File: config.mk
export PLATFORM = sky130hd
export DESIGN_NAME = rtc_apb_init
export DESIGN_NICKNAME = d
export VERILOG_FILES = /design/src/rtl/rtc_pkg.sv /design/src/rtl/rtc_apb_xfer.sv /design/src/rtl/rtc_apb_init.sv
export SDC_FILE = /design/constraint.sdc
export NUM_CORES = 1
export LEC_CHECK = 0
export CAP_MARGIN = 5
export CORE_UTILIZATION = 25
export DETAILED_ROUTE_END_ITERATION = 12
export HOLD_SLACK_MARGIN = 0.1
export PLACE_DENSITY = 0.54
export SLEW_MARGIN = 30
export SYNTH_ARGS = -nofsm -noshare
export SYNTH_HDL_FRONTEND = slang
export SYNTH_SLANG_ARGS = --single-unit
File: constraint.sdc
create_clock -name clk_i -period 14.4 [get_ports clk_i]
set_input_delay 3.6 -clock clk_i [delete_from_list [all_inputs] [get_ports clk_i]]
set_output_delay 3.6 -clock clk_i [all_outputs]
set_load 0.05 [all_outputs]
File: src/rtl/rtc_pkg.sv
// rtc_pkg: RTC register map, status/interrupt bit positions and the
// init-sequencer state/step types shared by the APB init logic.
package rtc_pkg;

    localparam logic [31:0] RTC_CTRL_ADDR = 32'h0000_0000;
    localparam logic [31:0] RTC_PSCR_ADDR = 32'h0000_0004;
    localparam logic [31:0] RTC_CNT_ADDR  = 32'h0000_0008;
    localparam logic [31:0] RTC_ALRM_ADDR = 32'h0000_000C;
    localparam logic [31:0] RTC_ISTA_ADDR = 32'h0000_0010;
    localparam logic [31:0] RTC_SSTA_ADDR = 32'h0000_0014;

    localparam int ISTA_SEC   = 0;
    localparam int ISTA_ALRM  = 1;
    localparam int ISTA_OV    = 2;
    localparam int SSTA_LWOFF = 1;
    localparam int CTRL_CMF   = 0;

    typedef enum logic [3:0] {
        ST_IDLE,
        ST_XFER_CTRL_ENTER,
        ST_POLL,
        ST_XFER_PSCR,
        ST_XFER_CNT,
        ST_XFER_ALRM,
        ST_XFER_CTRL_EXIT,
        ST_RUN,
        ST_IRQ_RD,
        ST_IRQ_WR
    } state_e;

    typedef enum logic [1:0] {
        STEP_PSCR,
        STEP_CNT,
        STEP_ALRM,
        STEP_EXIT
    } step_e;

    function automatic state_e step_state(input step_e s);
        return s == STEP_PSCR ? ST_XFER_PSCR :
               s == STEP_CNT  ? ST_XFER_CNT  :
               s == STEP_ALRM ? ST_XFER_ALRM : ST_XFER_CTRL_EXIT;
    endfunction

endpackage

File: src/rtl/rtc_apb_xfer.sv
// rtc_apb_xfer: single APB transfer engine; one SETUP cycle, then ACCESS
// held until pready_i, with address/direction/data latched for the whole transfer.
module rtc_apb_xfer (
    input  logic        clk_i,
    input  logic        rst_i,
    input  logic        req_i,
    input  logic        we_i,
    input  logic [31:0] addr_i,
    input  logic [31:0] wdata_i,
    output logic        done_o,
    output logic        err_o,
    output logic [31:0] rdata_o,
    output logic        psel_o,
    output logic        penable_o,
    output logic        pwrite_o,
    output logic [31:0] paddr_o,
    output logic [31:0] pwdata_o,
    input  logic [31:0] prdata_i,
    input  logic        pready_i,
    input  logic        pslverr_i
);

    localparam logic [1:0] X_IDLE = 2'd0, X_SETUP = 2'd1, X_ACCESS = 2'd2;

    logic [1:0]  st_q, st_d;
    logic        we_q, we_d;
    logic [31:0] addr_q, addr_d;
    logic [31:0] wdata_q, wdata_d;

    always_comb begin
        st_d    = st_q;
        we_d    = we_q;
        addr_d  = addr_q;
        wdata_d = wdata_q;
        if (st_q == X_IDLE && req_i) begin
            st_d    = X_SETUP;
            we_d    = we_i;
            addr_d  = addr_i;
            wdata_d = wdata_i;
        end else if (st_q == X_SETUP) begin
            st_d = X_ACCESS;
        end else if (st_q == X_ACCESS && pready_i) begin
            st_d = X_IDLE;
        end
    end

    // psel/penable come straight from state flops so reset drops them at once
    always_ff @(posedge clk_i or posedge rst_i) begin
        if (rst_i) begin
            st_q    <= X_IDLE;
            we_q    <= 1'b0;
            addr_q  <= '0;
            wdata_q <= '0;
        end else begin
            st_q    <= st_d;
            we_q    <= we_d;
            addr_q  <= addr_d;
            wdata_q <= wdata_d;
        end
    end

    assign psel_o    = st_q != X_IDLE;
    assign penable_o = st_q == X_ACCESS;
    assign pwrite_o  = we_q;
    assign paddr_o   = addr_q;
    assign pwdata_o  = wdata_q;
    assign done_o    = st_q == X_ACCESS && pready_i;
    assign err_o     = done_o && pslverr_i;
    assign rdata_o   = prdata_i;

endmodule

File: src/rtl/rtc_apb_init.sv
// rtc_apb_init: programs the RTC over APB (CTRL/PSCR/CNT/ALRM with LWOFF polls)
// and, once running, services RTC interrupts by reading and clearing ISTA.
module rtc_apb_init
    import rtc_pkg::*;
#(
    parameter int POLL_MAX = 1024
) (
    input  logic        clk_i,
    input  logic        rst_i,
    input  logic        start_i,
    input  logic [4:0]  ctrl_i,
    input  logic [19:0] pscr_i,
    input  logic [31:0] cnt_i,
    input  logic [31:0] alrm_i,
    input  logic        irq_i,
    output logic        busy_o,
    output logic        done_o,
    output logic        err_o,
    output logic        sec_evt_o,
    output logic        alrm_evt_o,
    output logic        ov_evt_o,
    output logic        psel_o,
    output logic        penable_o,
    output logic        pwrite_o,
    output logic [31:0] paddr_o,
    output logic [31:0] pwdata_o,
    input  logic [31:0] prdata_i,
    input  logic        pready_i,
    input  logic        pslverr_i
);

    localparam int PW = $clog2(POLL_MAX + 1);

    state_e        state_q, state_d;
    step_e         ret_q, ret_d;
    logic [PW-1:0] poll_q, poll_d;
    logic          iss_q, iss_d;
    logic [3:0]    ctrl_q, ctrl_d;
    logic [19:0]   pscr_q, pscr_d;
    logic [31:0]   cnt_q, cnt_d;
    logic [31:0]   alrm_q, alrm_d;
    logic [2:0]    ista_q, ista_d;
    logic          done_q, done_d;
    logic          err_q, err_d;

    logic          x_req, x_we, x_done, x_err, in_xfer, wr_ok;
    logic [31:0]   x_addr, x_wdata, x_rdata;
    logic          unused_bits;

    assign in_xfer = !(state_q inside {ST_IDLE, ST_RUN});
    assign x_req   = in_xfer && !iss_q;
    assign x_we    = !(state_q inside {ST_POLL, ST_IRQ_RD});
    assign x_addr  = state_q == ST_POLL                        ? RTC_SSTA_ADDR :
                     state_q == ST_XFER_PSCR                   ? RTC_PSCR_ADDR :
                     state_q == ST_XFER_CNT                    ? RTC_CNT_ADDR  :
                     state_q == ST_XFER_ALRM                   ? RTC_ALRM_ADDR :
                     state_q inside {ST_IRQ_RD, ST_IRQ_WR}     ? RTC_ISTA_ADDR : RTC_CTRL_ADDR;
    // ISTA is RC_W0: writing 0 clears, so only the bits seen in the read are zeroed
    assign x_wdata = state_q == ST_XFER_PSCR ? {12'b0, pscr_q} :
                     state_q == ST_XFER_CNT  ? cnt_q :
                     state_q == ST_XFER_ALRM ? alrm_q :
                     state_q == ST_IRQ_WR    ? {29'b0, ~ista_q} :
                     {27'b0, ctrl_q, state_q == ST_XFER_CTRL_ENTER};

    always_comb begin
        state_d = state_q;
        ret_d   = ret_q;
        poll_d  = poll_q;
        iss_d   = iss_q;
        ctrl_d  = ctrl_q;
        pscr_d  = pscr_q;
        cnt_d   = cnt_q;
        alrm_d  = alrm_q;
        ista_d  = ista_q;
        done_d  = 1'b0;
        err_d   = 1'b0;
        if (x_req)
            iss_d = 1'b1;
        if (x_done)
            iss_d = 1'b0;
        case (state_q)
            ST_IDLE, ST_RUN: begin
                if (state_q == ST_RUN && irq_i) begin
                    state_d = ST_IRQ_RD;
                end else if (start_i) begin
                    ctrl_d  = ctrl_i[4:1];
                    pscr_d  = pscr_i;
                    cnt_d   = cnt_i;
                    alrm_d  = alrm_i;
                    err_d   = pscr_i < 20'd2;
                    state_d = err_d ? ST_IDLE : ST_XFER_CTRL_ENTER;
                end
            end
            ST_XFER_CTRL_ENTER, ST_XFER_PSCR, ST_XFER_CNT, ST_XFER_ALRM: begin
                if (x_done) begin
                    state_d = ST_POLL;
                    ret_d   = state_q == ST_XFER_CTRL_ENTER ? STEP_PSCR :
                              state_q == ST_XFER_PSCR       ? STEP_CNT  :
                              state_q == ST_XFER_CNT        ? STEP_ALRM : STEP_EXIT;
                end
            end
            ST_POLL: begin
                if (x_done) begin
                    if (x_rdata[SSTA_LWOFF]) begin
                        state_d = step_state(ret_q);
                    end else if (poll_q == PW'(POLL_MAX - 1)) begin
                        state_d = ST_IDLE;
                        err_d   = 1'b1;
                    end else begin
                        poll_d = poll_q + PW'(1);
                    end
                end
            end
            ST_XFER_CTRL_EXIT: begin
                if (x_done) begin
                    state_d = ST_RUN;
                    done_d  = 1'b1;
                end
            end
            ST_IRQ_RD: begin
                if (x_done) begin
                    ista_d  = x_rdata[2:0];
                    state_d = x_rdata[2:0] == 3'b000 ? ST_RUN : ST_IRQ_WR;
                end
            end
            ST_IRQ_WR: begin
                if (x_done)
                    state_d = ST_RUN;
            end
            default: state_d = ST_IDLE;
        endcase
        // a slave error on any completion abandons whatever step was in flight
        if (x_err) begin
            state_d = ST_IDLE;
            done_d  = 1'b0;
            err_d   = 1'b1;
        end
        if (state_d != ST_POLL)
            poll_d = '0;
    end

    always_ff @(posedge clk_i or posedge rst_i) begin
        if (rst_i) begin
            state_q <= ST_IDLE;
            ret_q   <= STEP_PSCR;
            poll_q  <= '0;
            iss_q   <= 1'b0;
            ctrl_q  <= '0;
            pscr_q  <= '0;
            cnt_q   <= '0;
            alrm_q  <= '0;
            ista_q  <= '0;
            done_q  <= 1'b0;
            err_q   <= 1'b0;
        end else begin
            state_q <= state_d;
            ret_q   <= ret_d;
            poll_q  <= poll_d;
            iss_q   <= iss_d;
            ctrl_q  <= ctrl_d;
            pscr_q  <= pscr_d;
            cnt_q   <= cnt_d;
            alrm_q  <= alrm_d;
            ista_q  <= ista_d;
            done_q  <= done_d;
            err_q   <= err_d;
        end
    end

    rtc_apb_xfer u_xfer (
        .clk_i     (clk_i),
        .rst_i     (rst_i),
        .req_i     (x_req),
        .we_i      (x_we),
        .addr_i    (x_addr),
        .wdata_i   (x_wdata),
        .done_o    (x_done),
        .err_o     (x_err),
        .rdata_o   (x_rdata),
        .psel_o    (psel_o),
        .penable_o (penable_o),
        .pwrite_o  (pwrite_o),
        .paddr_o   (paddr_o),
        .pwdata_o  (pwdata_o),
        .prdata_i  (prdata_i),
        .pready_i  (pready_i),
        .pslverr_i (pslverr_i)
    );

    assign wr_ok      = state_q == ST_IRQ_WR && x_done && !x_err;
    assign sec_evt_o  = wr_ok && ista_q[ISTA_SEC];
    assign alrm_evt_o = wr_ok && ista_q[ISTA_ALRM];
    assign ov_evt_o   = wr_ok && ista_q[ISTA_OV];
    assign busy_o     = in_xfer;
    assign done_o     = done_q;
    assign err_o      = err_q;
    // CMF is always forced by the sequence; only low status bits are ever read
    assign unused_bits = ^{ctrl_i[CTRL_CMF], x_rdata[31:3]};

endmodule

### Yosys cells after proc, flatten, opt, wreduce, memory -nomap -nowiden

Index checks and enable logic that the tools add are counted.

| word-level totals | value |
|---|---|
| bits of input ports | 127 |
| output and inout bits | 73 |
| register bits after elaboration | 178 |
| logic and storage cells | 116 |

| cells by class | value |
|---|---|
| muxes and demuxes | 47 |
| add/subtract/negate cells | 1 |
| equal/unequal tests | 17 |
| order comparisons | 1 |
| bitwise logic cells | 2 |
| reduce and logical (&&, ||, !) cells | 33 |

Operator list:

| kind | count |
|---|---|
| two-way mux 32 bit | 3 |
| two-way mux 11 bit | 5 |
| two-way mux 4 bit | 10 |
| two-way mux 5 bit | 6 |
| less-than comparator 20 x 2 -> 1 bit (second input constant) | 1 |
| one-hot mux 4 bit (5 select lines) | 1 |
| equality test 4 x 3 -> 1 bit (second input constant) | 4 |
| two-way mux 2 bit | 7 |
| nonzero test 2 bit | 7 |
| two-way mux 1 bit | 13 |
| adder 11 x 1 -> 11 bit (second input constant) | 1 |
| equality test 11 x 10 -> 1 bit (second input constant) | 1 |
| logical AND 1 bit | 10 |
| equality test 4 x 2 -> 1 bit (second input constant) | 2 |
| equality test 4 bit (second input constant) | 2 |
| equality test 2 x 1 -> 1 bit (second input constant) | 2 |
| equality test 2 bit (second input constant) | 2 |
| equality test 4 x 1 -> 1 bit (second input constant) | 1 |
| zero test 1 bit | 4 |
| zero test 2 bit | 2 |
| zero test 4 bit | 1 |
| != test 2 x 1 -> 1 bit (second input constant) | 2 |
| != test 4 x 2 -> 1 bit (second input constant) | 1 |
| AND reduction 2 bit | 2 |
| 10 further kinds | 11 |

### Logic depth before layout (Yosys ltp)

| depth | value |
|---|---|
| depth in word-level cells | 11 |
| mapped depth | 8 |

### Cells and area by module

A second synthesis with hierarchy kept.

| second synthesis, totals | value |
|---|---|
| cells, all modules | 663 |
| area, all modules | 8282.9 um^2 |

Modules (own cells, without submodules):

| module | area an instance (um^2) | instances | cells an instance | sequential area each (um^2) |
|---|---|---|---|---|
| rtc_apb_init | 5509.0 | 1 | 483 | 2777.7 |
| rtc_apb_xfer | 2773.9 | 1 | 180 | 1676.6 |

### Least setup slack after synthesis

OpenSTA, ideal clock, no wires.

| timing path | value |
|---|---|
| path kind | input to output |
| start point | in pready_i |
| end point | out alrm_evt_o |
| path slack | 5.337 ns |
| cell stages on the path | 3 |
| data arrival time | 5.463 ns |
| path buffers | 1 |
| path through | nand3b_1 clkbuf_1 nor4_1 |

| on the way | value |
|---|---|
| cells in the longest elaborated chain, start to end | 5 |
| elaborated cells between the ends (all ways) | 6 |
| those cells by class | 6 x reduce/logical |

Ends and longest elaborated chain:

| item | RTL line | source |
|---|---|---|
| start, declared | rtc_apb_init.sv:28 | `input logic pready_i,` |
| logical AND 1 bit (*) | rtc_apb_xfer.sv:67 | `assign done_o = st_q == X_ACCESS && pready_i;` |
| logical AND 1 bit | rtc_apb_xfer.sv:68 | `assign err_o = done_o && pslverr_i;` |
| zero test 1 bit | rtc_apb_init.sv:190 | `assign wr_ok = state_q == ST_IRQ_WR && x_done && !x_err;` |
| logical AND 1 bit (*) | rtc_apb_init.sv:190 |  |
| logical AND 1 bit (*) | rtc_apb_init.sv:192 | `assign alrm_evt_o = wr_ok && ista_q[ISTA_ALRM];` |
| end, declared | rtc_apb_init.sv:20 | `output logic alrm_evt_o,` |

Every way passes the cells marked *; elsewhere a longest branch is shown, timed or not.

### Final worst setup path

| timing path | value |
|---|---|
| start point | in pready_i |
| end point | out sec_evt_o |

| on the way | value |
|---|---|
| cells in the longest elaborated chain, start to end | 5 |
| elaborated cells between the ends (all ways) | 6 |
| those cells by class | 6 x reduce/logical |

Ends and longest elaborated chain:

| item | RTL line | source |
|---|---|---|
| logical AND 1 bit (*) | rtc_apb_xfer.sv:67 |  |
| logical AND 1 bit | rtc_apb_xfer.sv:68 |  |
| zero test 1 bit | rtc_apb_init.sv:190 |  |
| logical AND 1 bit (*) | rtc_apb_init.sv:190 |  |
| logical AND 1 bit (*) | rtc_apb_init.sv:191 | `assign sec_evt_o = wr_ok && ista_q[ISTA_SEC];` |
| end, declared | rtc_apb_init.sv:19 | `output logic sec_evt_o,` |

Marks and branches as above.

==> impl_metrics.env <==
export IMPL_die_area_um2=29100
export IMPL_syn_area_per_cell_um2=11.5
export IMPL_grt_pass1_vias=5081
export IMPL_clk_pin_slew_worst_paths_ns=0.06
export IMPL_clk_path_buf_depth=2
export IMPL_maxSlewViolCount=0
export IMPL_seqCellArea_um2=3730
export IMPL_core_um2=27900
export IMPL_arrival_ns=5.95
export IMPL_post_place_cells=1101
export IMPL_path_common_cell="clkdlybuf4s50_1"
export IMPL_slew_headroom_pct=40.3
export IMPL_period_needed_ns=9.55
export IMPL_met3_usage_pct=4.74
export IMPL_synthTopCellsByArea="dfrtp_1 (52%), mux2_2 (14%), buf_4 (3.7%), a22oi_1 (2.9%), nand2_1 (2.6%)"
export IMPL_end_kind="output port"
export IMPL_avgRoutedWirePerCell_um=16.5
export IMPL_synth_edf_count=0
export IMPL_ant_nets=0
export IMPL_critical_path_max_fanout=14
export IMPL_postRouteWirelength_um=18800
export IMPL_yosysWarnings=0
export IMPL_layoutNonFillerInstCount=1134
export IMPL_grt_usage_pct=13.5
export IMPL_yosys_register_bits=149
export IMPL_min_path_type="reg -> reg"
export IMPL_viasPerCell=4.51
export IMPL_syn2layout_area_growth_pct=31.8
export IMPL_grt_remaining_overflow=0
export IMPL_cpMaxStageDelayCell="clkdlybuf4s50_1"
export IMPL_p_total_mw=1.87
export IMPL_critPathMaxStageDelay_ns=0.86
export IMPL_critPathLaunchType="primary input"
export IMPL_crit_type="in -> out"
export IMPL_vdd_ir_drop_max_uv=81.9
export IMPL_synth_most_common_cell="dfrtp_1"
export IMPL_cts_max_level=4
export IMPL_max_freq_mhz=105
export IMPL_clock_latency_ns=0.42
export IMPL_path_cells="clkdlybuf4s50_1 > nand3b_1 > nor4_1 > clkdlybuf4s50_1"
export IMPL_crit_required_ns=10.80
export IMPL_powerDensity_nw_per_um2=199
export IMPL_synth_common_cells="dfrtp_1 (149), mux2_2 (90), nand2_1 (50)"
export IMPL_grt_pass1_wl_um=29600
export IMPL_ctsResizeCount=0
export IMPL_crit_cells=4
export IMPL_fin_skew_ns=0.0161
export IMPL_portBuffers=140
export IMPL_place_hpwl_um=12600
export IMPL_crit_family="buffers and inverters"
export IMPL_postCtsSetupBuffers=0
export IMPL_routabilityCongestion=0.803
export IMPL_vias=5111
export IMPL_cts_tree="yes"
export IMPL_antenna_found_initial=2
export IMPL_grt_use_met1_pct=18.1
export IMPL_first_pass_iters=4
export IMPL_die_h_um=171
export IMPL_cap_violations=0
export IMPL_nets=873
export IMPL_power_leakage_nw=3.65
export IMPL_rows=61
export IMPL_cts_sinks=149
export IMPL_synthFlopType="dfrtp_1"
export IMPL_dieWidth_um=171
export IMPL_root_buffer="clkbuf_16"
export IMPL_grt_max_degree=78
export IMPL_busiest_layer="met2"
export IMPL_reg2reg_to="cnt_q[22]"
export IMPL_period_share_pct=66.3
export IMPL_timing_rr_start="state_q[0]"
export IMPL_critical_path_buf_inv_count=2
export IMPL_setup_viol=0
export IMPL_rr_worst_depth=5
export IMPL_fillerInstances=2832
export IMPL_async_reset_ff_share_pct=100
export IMPL_grt_use_met2_pct=20.2
export IMPL_drive_gt1_share_pct=20.9
export IMPL_rsz0062_at_grt="no"
export IMPL_io_pins=200
export IMPL_start_util_pct=25.5
export IMPL_hold_viol_final=0
export IMPL_holdBufCountCts=0
export IMPL_worst_pin_slew_ns=0.896
export IMPL_min_from="u_xfer.pwdata_o[3]"
export IMPL_holdPathEnd="u_xfer.pwdata_o[3]"
export IMPL_drc=0
export IMPL_synth_cell_types=63
export IMPL_dpl_worst_slack_ns=4.85
export IMPL_cts_buffers=17
export IMPL_ys_seq_area_share_pct=52.4
export IMPL_setup_ws_ns=4.85
export IMPL_drtIter0Drc=248
export IMPL_status="completed"
export IMPL_min_path_cells=2
export IMPL_r2r_setup_slack_ns=11.38
export IMPL_setup_tns_ns=0
export IMPL_synth_top_area_cell="dfrtp_1"
export IMPL_syn_area_um2=7110
export IMPL_synthCells=618
export IMPL_synth_top_area_share_pct=52.4
export IMPL_multi_input_area_um2=3030
[tightest hold or removal path, cell delays in order, from the launching register on]
cell,delay (ns)
dfrtp_1,0.34
nand2_1,0.05
nand2_1,0.05
[cell type report]
class	count	share of cell area (%)
antenna	1	0.0267
clock buffer	20	4.98
clock inverter	11	1.48
inverter	12	0.534
multi-input combinational	413	32.3
sequential	149	39.8
tap	378	5.05
timing repair buffer	150	15.8
[power breakdown]
| part | leakage (nW) | switching, mW | internal (mW) |
|---|---|---|---|
| Clock | 0.298 | 0.189 | 0.273 |
| Sequential | 1.83 | 0.108 | 0.593 |
| Combinational | 1.53 | 0.400 | 0.302 |
[flip-flops by register name (all words and copies together) (netlist names)]
name and cells:
poll_q 11, ista_q 3, ret_q 2, cnt_q 32, u_xfer.st_q 2, ctrl_q 4, pscr_q 20, alrm_q 32
u_xfer.paddr_o 3, state_q 4, err_o 1, done_o 1, u_xfer.pwdata_o 32, u_xfer.pwrite_o 1, iss_q 1
[routing by layer]
layer,up-vias,wire length [um]
met5,-,13
met4,2,275
met3,16,1550
met2,153,8520
met1,2522,8400
li1,2418,-
[cells by family after synthesis]
logic type | after synthesis | share of synthesized area [%]
AO/OA/AOI/OAI | 110 | 10.3
XOR/XNOR | 11 | 1.36
adder cells (fa/ha/maj) | 3 | 0.528
buffers and inverters | 84 | 6.88
flip-flops | 149 | 52.4
multiplexers | 96 | 15.1
other | 1 | 0.0527
AND/OR/NAND/NOR | 164 | 13.3
[stage by stage]
stage	hold slack, ns	utilization [%]	cell area [um2]
2_1_floorplan	0.450	-	7220
4_1_cts	0.473	33.6	9350
3_5_place_dp	0.459	31.4	8750
5_1_grt	0.500	33.6	9370
6_report	0.468	33.6	9370
3_3_place_gp	0.451	31.4	8740
[worst max path at each step]
| stage | startpoint | end | slack, ns |
|---|---|---|---|
| 2_1_floorplan | pready_i | alrm_evt_o | 5.34 |
| 3_3_place_gp | pready_i | ov_evt_o | 4.86 |
| 3_5_place_dp | pready_i | sec_evt_o | 4.85 |
| 4_1_cts | pready_i | sec_evt_o | 4.85 |
| 5_1_grt | pready_i | sec_evt_o | 4.69 |
| 6_report | pready_i | sec_evt_o | 4.85 |
[cells in the final DEF, fill, tap and decap left out, drive strengths merged, types with 5 or more instances in the layout]
cell / n
o21ai: 23
mux2i: 6
inv: 18
clkbuf: 20
clkdlybuf4s50: 140
a22oi: 27
buf: 10
conb: 29
nand2b: 5
o211ai: 5
dfrtp: 149
a21oi: 15
a31oi: 19
mux2: 90
xnor2: 9
nand3: 9
nor4: 24
nand2: 50
nor3: 11
nor2: 33
No activity file was read; power rests on OpenSTA's default activity.
